--- config.mk ---
export PLATFORM = sky130hd
export DESIGN_NAME = ysyx_23060025_lsu_wb_buf
export DESIGN_NICKNAME = d
export VERILOG_FILES = /design/src/rtl/ysyx_23060025_lsu_wb_buf.sv
export SDC_FILE = /design/constraint.sdc
export NUM_CORES = 1
export LEC_CHECK = 0
export CAP_MARGIN = 40
export CORE_ASPECT_RATIO = 0.6
export CORE_UTILIZATION = 43
export DETAILED_ROUTE_END_ITERATION = 8
export GPL_TIMING_DRIVEN = 0
export PLACE_DENSITY = 0.82
export SLEW_MARGIN = 0
export SYNTH_ARGS = -nofsm -noshare
export SYNTH_HDL_FRONTEND = slang
export SYNTH_SLANG_ARGS = --single-unit
--- constraint.sdc ---
create_clock -name clock -period 7.5 [get_ports clock]
set_clock_uncertainty 0.15 [all_clocks]
set_input_delay 0.75 -clock clock [delete_from_list [all_inputs] [get_ports clock]]
set_output_delay 0.75 -clock clock [all_outputs]
set_load 0.01 [all_outputs]
--- src/rtl/ysyx_23060025_lsu_wb_buf.sv ---
// ysyx_23060025_lsu_wb_buf: DEPTH-entry elastic FIFO carrying the write-back payload from LSU to WB.
// Latency: a push is visible at the head one cycle later (no bypass); sustains 1 entry/cycle.
// Backpressure: t_lsu_ready_o drops only when full and is driven from registered count only;
//   f_flush_i empties the buffer and drops any payload offered in that cycle.
// Ports:
//   clock, reset          - clock and asynchronous active-high reset
//   f_lsu_*_i / t_lsu_ready_o - LSU side valid/ready handshake and payload fields
//   t_wb_*_o / f_wb_ready_i   - WB side head entry, valid/ready handshake
//   f_flush_i             - discard all buffered entries
//   t_wb_count_o          - number of occupied entries
module ysyx_23060025_lsu_wb_buf #(
  parameter int DATA_WIDTH = 32,
  parameter int DEPTH      = 2,
  parameter int CNT_W      = $clog2(DEPTH) + 1
) (
  input  logic                  clock,
  input  logic                  reset,
  input  logic                  f_lsu_valid_i,
  output logic                  t_lsu_ready_o,
  input  logic                  f_lsu_reg_wen_i,
  input  logic [4:0]            f_lsu_wreg_i,
  input  logic [DATA_WIDTH-1:0] f_lsu_reg_wdata_i,
  input  logic [DATA_WIDTH-1:0] f_lsu_csr_wdata_i,
  input  logic [2:0]            f_lsu_csr_type_i,
  input  logic                  f_lsu_memory_inst_i,
  input  logic                  f_lsu_ebreak_flag_i,
  input  logic                  f_flush_i,
  output logic                  t_wb_valid_o,
  input  logic                  f_wb_ready_i,
  output logic                  t_wb_reg_wen_o,
  output logic [4:0]            t_wb_wreg_o,
  output logic [DATA_WIDTH-1:0] t_wb_reg_wdata_o,
  output logic [DATA_WIDTH-1:0] t_wb_csr_wdata_o,
  output logic [2:0]            t_wb_csr_type_o,
  output logic                  t_wb_memory_inst_o,
  output logic                  t_wb_ebreak_flag_o,
  output logic [CNT_W-1:0]      t_wb_count_o
);

  localparam int PTR_W   = $clog2(DEPTH);
  localparam int ENTRY_W = 2 * DATA_WIDTH + 11;

  logic [PTR_W-1:0]   wr_ptr_q, wr_ptr_d;
  logic [PTR_W-1:0]   rd_ptr_q, rd_ptr_d;
  logic [CNT_W-1:0]   cnt_q, cnt_d;
  logic [ENTRY_W-1:0] mem_q [DEPTH];
  logic [ENTRY_W-1:0] wr_entry;
  logic [ENTRY_W-1:0] head_entry;
  logic               push;
  logic               pop;

  // Ready comes from the registered count only, so a full buffer refuses a
  // push even if WB pops in the same cycle; this keeps f_wb_ready_i off the
  // LSU timing path.
  assign t_lsu_ready_o = (cnt_q != CNT_W'(DEPTH));
  assign t_wb_valid_o  = (cnt_q != '0);
  assign push          = f_lsu_valid_i & t_lsu_ready_o;
  assign pop           = t_wb_valid_o & f_wb_ready_i;

  assign wr_entry = {f_lsu_reg_wen_i, f_lsu_wreg_i, f_lsu_reg_wdata_i,
                     f_lsu_csr_wdata_i, f_lsu_csr_type_i,
                     f_lsu_memory_inst_i, f_lsu_ebreak_flag_i};

  // Storage is never cleared, so stale entries must be masked when empty to
  // keep write enables and ebreak from asserting without valid.
  assign head_entry = t_wb_valid_o ? mem_q[rd_ptr_q] : '0;

  assign {t_wb_reg_wen_o, t_wb_wreg_o, t_wb_reg_wdata_o,
          t_wb_csr_wdata_o, t_wb_csr_type_o,
          t_wb_memory_inst_o, t_wb_ebreak_flag_o} = head_entry;

  assign t_wb_count_o = cnt_q;

  always_comb begin
    wr_ptr_d = wr_ptr_q;
    rd_ptr_d = rd_ptr_q;
    cnt_d    = cnt_q;
    if (f_flush_i) begin
      // Flush dominates any handshake in the same cycle.
      wr_ptr_d = '0;
      rd_ptr_d = '0;
      cnt_d    = '0;
    end else begin
      if (push) wr_ptr_d = wr_ptr_q + PTR_W'(1);
      if (pop)  rd_ptr_d = rd_ptr_q + PTR_W'(1);
      case ({push, pop})
        2'b10:   cnt_d = cnt_q + CNT_W'(1);
        2'b01:   cnt_d = cnt_q - CNT_W'(1);
        default: cnt_d = cnt_q;
      endcase
    end
  end

  always_ff @(posedge clock or posedge reset) begin
    if (reset) begin
      wr_ptr_q <= '0;
      rd_ptr_q <= '0;
      cnt_q    <= '0;
    end else begin
      wr_ptr_q <= wr_ptr_d;
      rd_ptr_q <= rd_ptr_d;
      cnt_q    <= cnt_d;
    end
  end

  // Payload storage needs no reset: entries are only observable once counted.
  always_ff @(posedge clock) begin
    if (push && !f_flush_i) mem_q[wr_ptr_q] <= wr_entry;
  end

endmodule

* After elaboration in Yosys (flattened, before gate mapping)
Memory sizes are Yosys's and may differ from the RTL's.
Index checks and enable logic that the tools add are counted.
** Word-level totals
- Flip-flop bits (word level) :: 4
- Bits in writable memories :: 150
- Input port bits :: 80
- Logic and storage cells :: 28
- Memories kept :: 1
** Operators by class
- Add/sub/neg operators :: 4
- Equal/unequal tests :: 3
- Multiplexer cells :: 9
- Bitwise operators :: 2
- Reduce and logical (&&, ||, !) cells :: 6
** Memory list
- mem_q :: depth 2, width 75, rd ports 1, clocked after memory_dff 0, wr ports 1, RTL line 46 : logic [ENTRY_W-1:0] mem_q [DEPTH];
** Operators by type and width (count)
- $mux W75 :: 1
- $mux W1 :: 6
- $reduce_bool A2 Y1 :: 3
- $pmux W2 S2 :: 1
- $reduce_bool A3 Y1 :: 1
- $add A1 B1 Y1 const B :: 2
- $add A2 B1 Y2 const B :: 1
- $and A1 B1 Y1 :: 2
- $eq A2 B1 Y1 const B :: 1
- $eq A2 B2 Y1 const B :: 1
- $mux W2 :: 1
- $ne A2 B2 Y1 const B :: 1
- $sub A2 B1 Y2 const B :: 1
- $logic_and A1 B1 Y1 :: 1
- $logic_not A1 Y1 :: 1

* Depth between registers and ports, before layout
Gate-level depths: netlist of the first run.
- Depth after elaboration :: 5
- Gate-level depth with buffers :: 5
- Mapped depth without buffers :: 4

* Least setup slack after synthesis of the first run
Ideal clock, no wire load.
- Path type :: in2reg
- From :: input port f_lsu_valid_i
- To :: memory mem_q[1][0] in the netlist's numbering, enable pin
- Setup time :: 617 ps
- Arrival time :: 6265 ps
- Data required time :: 6733 ps
- Path slack :: 468 ps
- Stages on the path :: 2
- Buffers on the path :: 0
- Path through :: nand2_1 -> nor3b_1
** Between the ends
- Longest elaborated chain between the ends :: 4
** Ends and longest elaborated chain
- start, declared :: RTL line 18 : input logic f_lsu_valid_i,
- $and A1 B1 Y1 :: RTL line 57 : assign push = f_lsu_valid_i & t_lsu_ready_o;
- $logic_and A1 B1 Y1 :: RTL line 108 : if (push && !f_flush_i) mem_q[wr_ptr_q] <= wr_entry;
- $mux W1 :: RTL line 108
- $mux W1 (not written as such) :: RTL line 108
- end, declared :: RTL line 46
Every way passes these cells.

* Worst setup path after layout of the first run
- From :: register cnt_q[0] (netlist: t_wb_count_o[0])
- To :: output port t_wb_csr_wdata_o[21]
** Between the ends
- Longest elaborated chain between the ends :: 2
** Ends and longest elaborated chain
- start, declared :: RTL line 45 : logic [CNT_W-1:0] cnt_q, cnt_d;
- start signal, assigned :: RTL line 102 : cnt_q <= cnt_d;
- $reduce_bool A2 Y1 :: RTL line 56 : assign t_wb_valid_o = (cnt_q != '0);
- $mux W75 :: RTL line 66 : assign head_entry = t_wb_valid_o ? mem_q[rd_ptr_q] : '0;
- end, declared :: RTL line 33 : output logic [DATA_WIDTH-1:0] t_wb_csr_wdata_o,
Every way passes these cells.

==> flow_metrics.env, run 1 <==
export IMPL_synth_seq_cells=154
export IMPL_synth_area_mm2=0.00591
export IMPL_dr_first_iter_drc_count=187
export IMPL_fin_util_pct=63.8
export IMPL_grt_pass1_vias=3648
export IMPL_cp_arrival_ns=2.28
export IMPL_fp_dieH_um=92.8
export IMPL_cp_end_kind="primary output"
export IMPL_critPathKind="flop to primary output"
export IMPL_hpwl_um=8660
export IMPL_die_area_mm2=0.0142
export IMPL_finalHoldViolCount=0
export IMPL_slew_viol_final=0
export IMPL_design_core_area_mm2=0.0131
export IMPL_drtPass1Iterations=4
export IMPL_grt_max_degree=17
export IMPL_hold_ws_ns=0.389
export IMPL_grt_setup_unrepaired="false"
export IMPL_synth_nets=425
export IMPL_avgRoutedWirePerCell_um=17.1
export IMPL_port_buffer_count=158
export IMPL_cts_root_buffer="clkbuf_16"
export IMPL_place_gp_congestion=0.765
export IMPL_power_density_mw_per_mm2=243
export IMPL_maxSlewHeadroom_pct=42.6
export IMPL_netlist_instances=345
export IMPL_antenna_left=0
export IMPL_async_flop_share_pct=2.60
export IMPL_synth_edff_count=150
export IMPL_htreeDepth=4
export IMPL_drt_wl_total_um=12300
export IMPL_remaining_drc_errors=0
export IMPL_cts_tree="built"
export IMPL_worst_pin_slew_ns=0.857
export IMPL_syn_to_final_growth_pct=41.7
export IMPL_cts_buffers=17
export IMPL_cap_violations=0
export IMPL_yosys_area_top_type_share_pct=76.2
export IMPL_path_clk_slew_ns=0.06
export IMPL_status="finished clean"
export IMPL_grt_remaining_overflow=0
export IMPL_finalPower_mw=2.03
export IMPL_num_vias=3514
export IMPL_cts_sinks=154
export IMPL_max_freq_mhz=314
export IMPL_cp_start_kind="flop"
export IMPL_die_w_um=153
export IMPL_p_leak_nw=2.83
export IMPL_ys_warn_count=0
export IMPL_rr_worst_depth=7
export IMPL_r2r_start="t_wb_count_o[1]$_DFFE_PP0P_"
export IMPL_yosysTopAreaCell="edfxtp_1"
export IMPL_final_layout_size_suffix_gt1_share_pct=11.8
export IMPL_worstPathRequired_ns=6.60
export IMPL_num_rows=32
export IMPL_avgSynthCellArea_um2=17.1
export IMPL_crit_fanout=10
export IMPL_grt_usage_pct=18.1
export IMPL_setup_violations=0
export IMPL_grt_pass1_wl_um=19300
export IMPL_post_route_min_period_ns=3.18
export IMPL_num_antenna_cells=0
export IMPL_vias_per_cell=4.88
export IMPL_fin_crit_sh_pct=42.4
export IMPL_grt_antenna_before_repair=0
export IMPL_clock_path_buffers=2
export IMPL_yosysMostFrequentCell="edfxtp_1"
export IMPL_setup_worst_path_start="t_wb_count_o[0]$_DFFE_PP0P_"
export IMPL_nNetsFinal=617
export IMPL_synth_area_leaders="edfxtp_1, mux2i_1, nor2_1, dfrtp_1, buf_6"
export IMPL_ys_seq_area_share_pct=77.9
export IMPL_synth_cell_type_count=22
export IMPL_ir_worst_vdd_v=0.000138
export IMPL_reg2reg_to="mem_q[1][65]$_DFFE_PP_"
export IMPL_ff2ff_setup_slack_ns=4.69
export IMPL_ys_top_cells_by_count="edfxtp_1, nor2_1, mux2i_1"
export IMPL_cts_hold_buf=0
export IMPL_ios=159
export IMPL_clk_latency_ns=0.40
export IMPL_post_cts_resized=0
export IMPL_start_util_pct=45.0
export IMPL_fillers=985
export IMPL_min_path_type="input pin to async pin"
export IMPL_postCtsSetupBuffers=0
export IMPL_synth_top_flop_cell="edfxtp_1"
[state kept, by name (all words and copies together) (netlist names)]
signal and cells:
rd_ptr_q 1, wr_ptr_q 1, t_wb_count_o 2, mem_q 150
[stage by stage]
step	setup WS (ns)	instances	area, µm²	TNS [ns]
after global placement	-3.12	673	7700	-422.22
final	4.32	720	8370	0
after floorplan	0.468	345	5910	0
after CTS	4.28	720	8370	0
after detailed placement	4.03	688	7830	0
after global routing	4.19	720	8370	0
[area by class of cell]
cell class / count / area (µm²) / area share [%]
Sequential cell: 154 / 4600 / 55.0
Timing Repair Buffer: 173 / 1700 / 20.3
Multi-Input combinational cell: 170 / 1170 / 13.9
Clock buffer: 17 / 425 / 5.08
Tap cell: 170 / 213 / 2.54
Buffer: 17 / 133 / 1.58
Clock inverter: 15 / 115 / 1.37
Inverter: 4 / 15.0 / 0.179
[routing by layer]
metal	share of wire, %	vias up	routed length [µm]	GRT usage [%]
met2	47	141	5770	29.0
met1	45	1684	5570	23.6
li1	-	1675	-	-
met5	0	-	0	0
met3	6.4	14	790	5.76
met4	1.4	0	166	5.98
[where the power goes]
group | switching, mW | internal (mW)
Clock | 0.352 | 0.428
Sequential | 0.00866 | 0.979
Combinational | 0.120 | 0.143
[cells by family after synthesis]
logic type                Yosys count  synth area share (%)
muxes                              76                  12.9
DFF                               154                  77.9
AOI/OAI and AO/OA                   8                 0.763
and+or+nand+nor                    85                  5.78
buffers and inverters              21                  2.50
xor gates and xnor gates            1                 0.148
[layout by cell type, fill, tap and decap left out, drive strengths merged]
cell type / n
a21o: 1
a21oi: 4
buf: 31
clkbuf: 18
clkdlybuf4s50: 158
clkinv: 5
clkinvlp: 4
dfrtp: 4
edfxtp: 150
inv: 10
mux2i: 76
nand2: 1
nand3b: 1
nor2: 77
nor2b: 1
nor3: 1
nor3b: 2
o211ai: 1
o21ai: 2
or2: 1
or3: 1
xor2: 1
[worst max-delay path by stage]
stage,to,slack [ns],cells past startpoint
2_1_floorplan,mem_q[1][0]$_DFFE_PP_,0.47,2
3_3_place_gp,mem_q[1][44]$_DFFE_PP_,-3.12,3
3_5_place_dp,mem_q[1][42]$_DFFE_PP_,4.03,6
4_1_cts,t_wb_csr_wdata_o[21],4.28,5
5_1_grt,t_wb_csr_wdata_o[17],4.19,5
6_report,t_wb_csr_wdata_o[21],4.32,5
[critical path: stages (launching register included)]
cell and delay, ns:
dfrtp_1 0.46, nor2_1 0.29, buf_2 0.32, buf_4 0.23
nor2_1 0.06, clkdlybuf4s50_1 0.51
Note: power is estimated with default switching activity, not from simulation.
==> run 2: changes to the inputs <==
==> constraint.sdc (replaced) <==
create_clock -name clock -period 2.79 [get_ports clock]
set_clock_uncertainty 0.15 [all_clocks]
set_input_delay 0.279 -clock clock [delete_from_list [all_inputs] [get_ports clock]]
set_output_delay 0.279 -clock clock [all_outputs]
set_load 0.01 [all_outputs]
==> flow_metrics.env, run 2 (same netlist as run 1, synthesis figures left out) <==
export IMPL_cts_sinks=154
export IMPL_nNetsFinal=613
export IMPL_clk_latency_ns=0.40
export IMPL_num_antenna_cells=0
export IMPL_cts_tree="built"
export IMPL_num_vias=3538
export IMPL_reg2reg_to="mem_q[0][23]$_DFFE_PP_"
export IMPL_fin_util_pct=64.5
export IMPL_hpwl_um=8680
export IMPL_avgRoutedWirePerCell_um=17.0
export IMPL_start_util_pct=45.0
export IMPL_die_w_um=153
export IMPL_clock_path_buffers=2
export IMPL_drtPass1Iterations=4
export IMPL_final_layout_size_suffix_gt1_share_pct=11.6
export IMPL_slew_viol_final=0
export IMPL_design_core_area_mm2=0.0131
export IMPL_port_buffer_count=158
export IMPL_min_path_type="input pin to flop"
export IMPL_grt_usage_pct=18.0
export IMPL_antenna_left=0
export IMPL_dp_slack_ns=0.303
export IMPL_critPathKind="flop to primary output"
export IMPL_grt_setup_unrepaired="false"
export IMPL_drt_wl_total_um=12200
export IMPL_cp_arrival_ns=2.17
export IMPL_fin_area_mm2=0.00847
export IMPL_grt_pass1_vias=3658
export IMPL_ios=159
export IMPL_largest_register_ffs=150
export IMPL_rr_worst_depth=7
export IMPL_cts_buffers=17
export IMPL_remaining_drc_errors=0
export IMPL_htreeDepth=4
export IMPL_hold_ws_ns=0.303
export IMPL_setup_violations=0
export IMPL_grt_antenna_before_repair=0
export IMPL_postCtsSetupBuffers=0
export IMPL_p_leak_nw=2.84
export IMPL_final_cell_mix="clkdlybuf4s50_1, edfxtp_1, nor2_1, mux2i_1, clkbuf_16"
export IMPL_finalPower_mw=5.47
export IMPL_syn_to_final_growth_pct=43.4
export IMPL_final_common_cell="clkdlybuf4s50_1"
export IMPL_place_gp_congestion=0.741
export IMPL_setup_worst_path_start="t_wb_count_o[0]$_DFFE_PP0P_"
export IMPL_power_density_mw_per_mm2=646
export IMPL_post_route_min_period_ns=2.60
export IMPL_max_freq_mhz=384
export IMPL_top_register="mem_q"
export IMPL_dr_first_iter_drc_count=208
export IMPL_cts_root_buffer="clkbuf_16"
export IMPL_crit_fanout=10
export IMPL_cp_end_kind="primary output"
export IMPL_path_clk_slew_ns=0.07
export IMPL_grt_pass1_wl_um=19300
export IMPL_worst_pin_slew_ns=0.551
export IMPL_cp_start_kind="flop"
export IMPL_worstPathRequired_ns=2.36
export IMPL_maxSlewHeadroom_pct=63.2
export IMPL_grt_max_degree=18
export IMPL_fp_dieH_um=92.8
export IMPL_final_cells=715
export IMPL_dp_cells=683
export IMPL_cap_violations=0
export IMPL_die_area_mm2=0.0142
export IMPL_num_rows=32
export IMPL_ir_worst_vdd_v=0.000371
export IMPL_tns_ns=0
export IMPL_setup_worst_path_end="t_wb_csr_wdata_o[22]"
export IMPL_worst_slack_ns=0.189
export IMPL_fin_crit_sh_pct=93.2
export IMPL_grt_remaining_overflow=0
export IMPL_r2r_start="t_wb_count_o[1]$_DFFE_PP0P_"
export IMPL_status="finished clean"
export IMPL_finalHoldViolCount=0
export IMPL_dpl_instance_area_mm2=0.00791
export IMPL_vias_per_cell=4.95
export IMPL_ff2ff_setup_slack_ns=0.59
## run 2: changes by cell type in the layout (fill, tap and decap cells not counted), moves of 2 or more
cell      before  now
buf_16         0    2
buf_4         20    7
buf_6          7    5
buf_8          0    8
clkinv_1       2    0
## run 2: how the worst min path moves through the flow
stage                                     start                           to  slack [ns]  depth (start not counted)
final                     f_lsu_reg_wdata_i[30]       mem_q[0][67]$_DFFE_PP_        0.30                          1
after global routing      f_lsu_reg_wdata_i[23]       mem_q[1][60]$_DFFE_PP_        0.28                          1
after CTS                 f_lsu_reg_wdata_i[30]       mem_q[1][67]$_DFFE_PP_        0.29                          1
after detailed placement                  reset  t_wb_count_o[0]$_DFFE_PP0P_        0.34                          2
after global placement                    reset  t_wb_count_o[0]$_DFFE_PP0P_        0.32                          2
after floorplan                           reset         rd_ptr_q$_DFFE_PP0P_       -0.10                          1
## run 2: area by class of cell
type / count / area, µm²
buffer: 17 / 135
multi-input combinational: 170 / 1190
clock inverter: 13 / 111
clock buffer: 18 / 429
fill: 930 / 4660
sequential: 154 / 4610
inverter: 4 / 15.0
timing repair buffer: 169 / 1770
tap: 170 / 213
## run 2: routing by layer
| layer | vias up | routed length (µm) | part of all wire, % | track usage, % |
|---|---|---|---|---|
| li1 | 1663 | - | - | - |
| met1 | 1756 | 5620 | 46 | 23.4 |
| met2 | 114 | 5820 | 48 | 29.7 |
| met3 | 5 | 675 | 5.6 | 5.33 |
| met4 | 0 | 53 | 0.44 | 4.80 |
| met5 | - | 0 | 0 | 0 |
## run 2: report_power, final
group / leakage [nW] / switching, mW / internal [mW]
registers: 1.43 / 0.0232 / 2.63
logic: 1.16 / 0.325 / 0.395
clock network: 0.258 / 0.938 / 1.16
total: 2.84 / 1.29 / 4.19
## run 2: critical path, stage by stage, from the launching register on
cell	delay, ns
dfrtp_1	0.48
nor2_2	0.24
clkbuf_4	0.28
buf_4	0.21
nor2_1	0.06
clkdlybuf4s50_1	0.50
## run 2: what timing repair did
item,CTS,global route
endpoints found under the hold margin,4,0
endpoints found under the setup margin,0,42
gates resized for setup,0,2
hold buffers,1,0
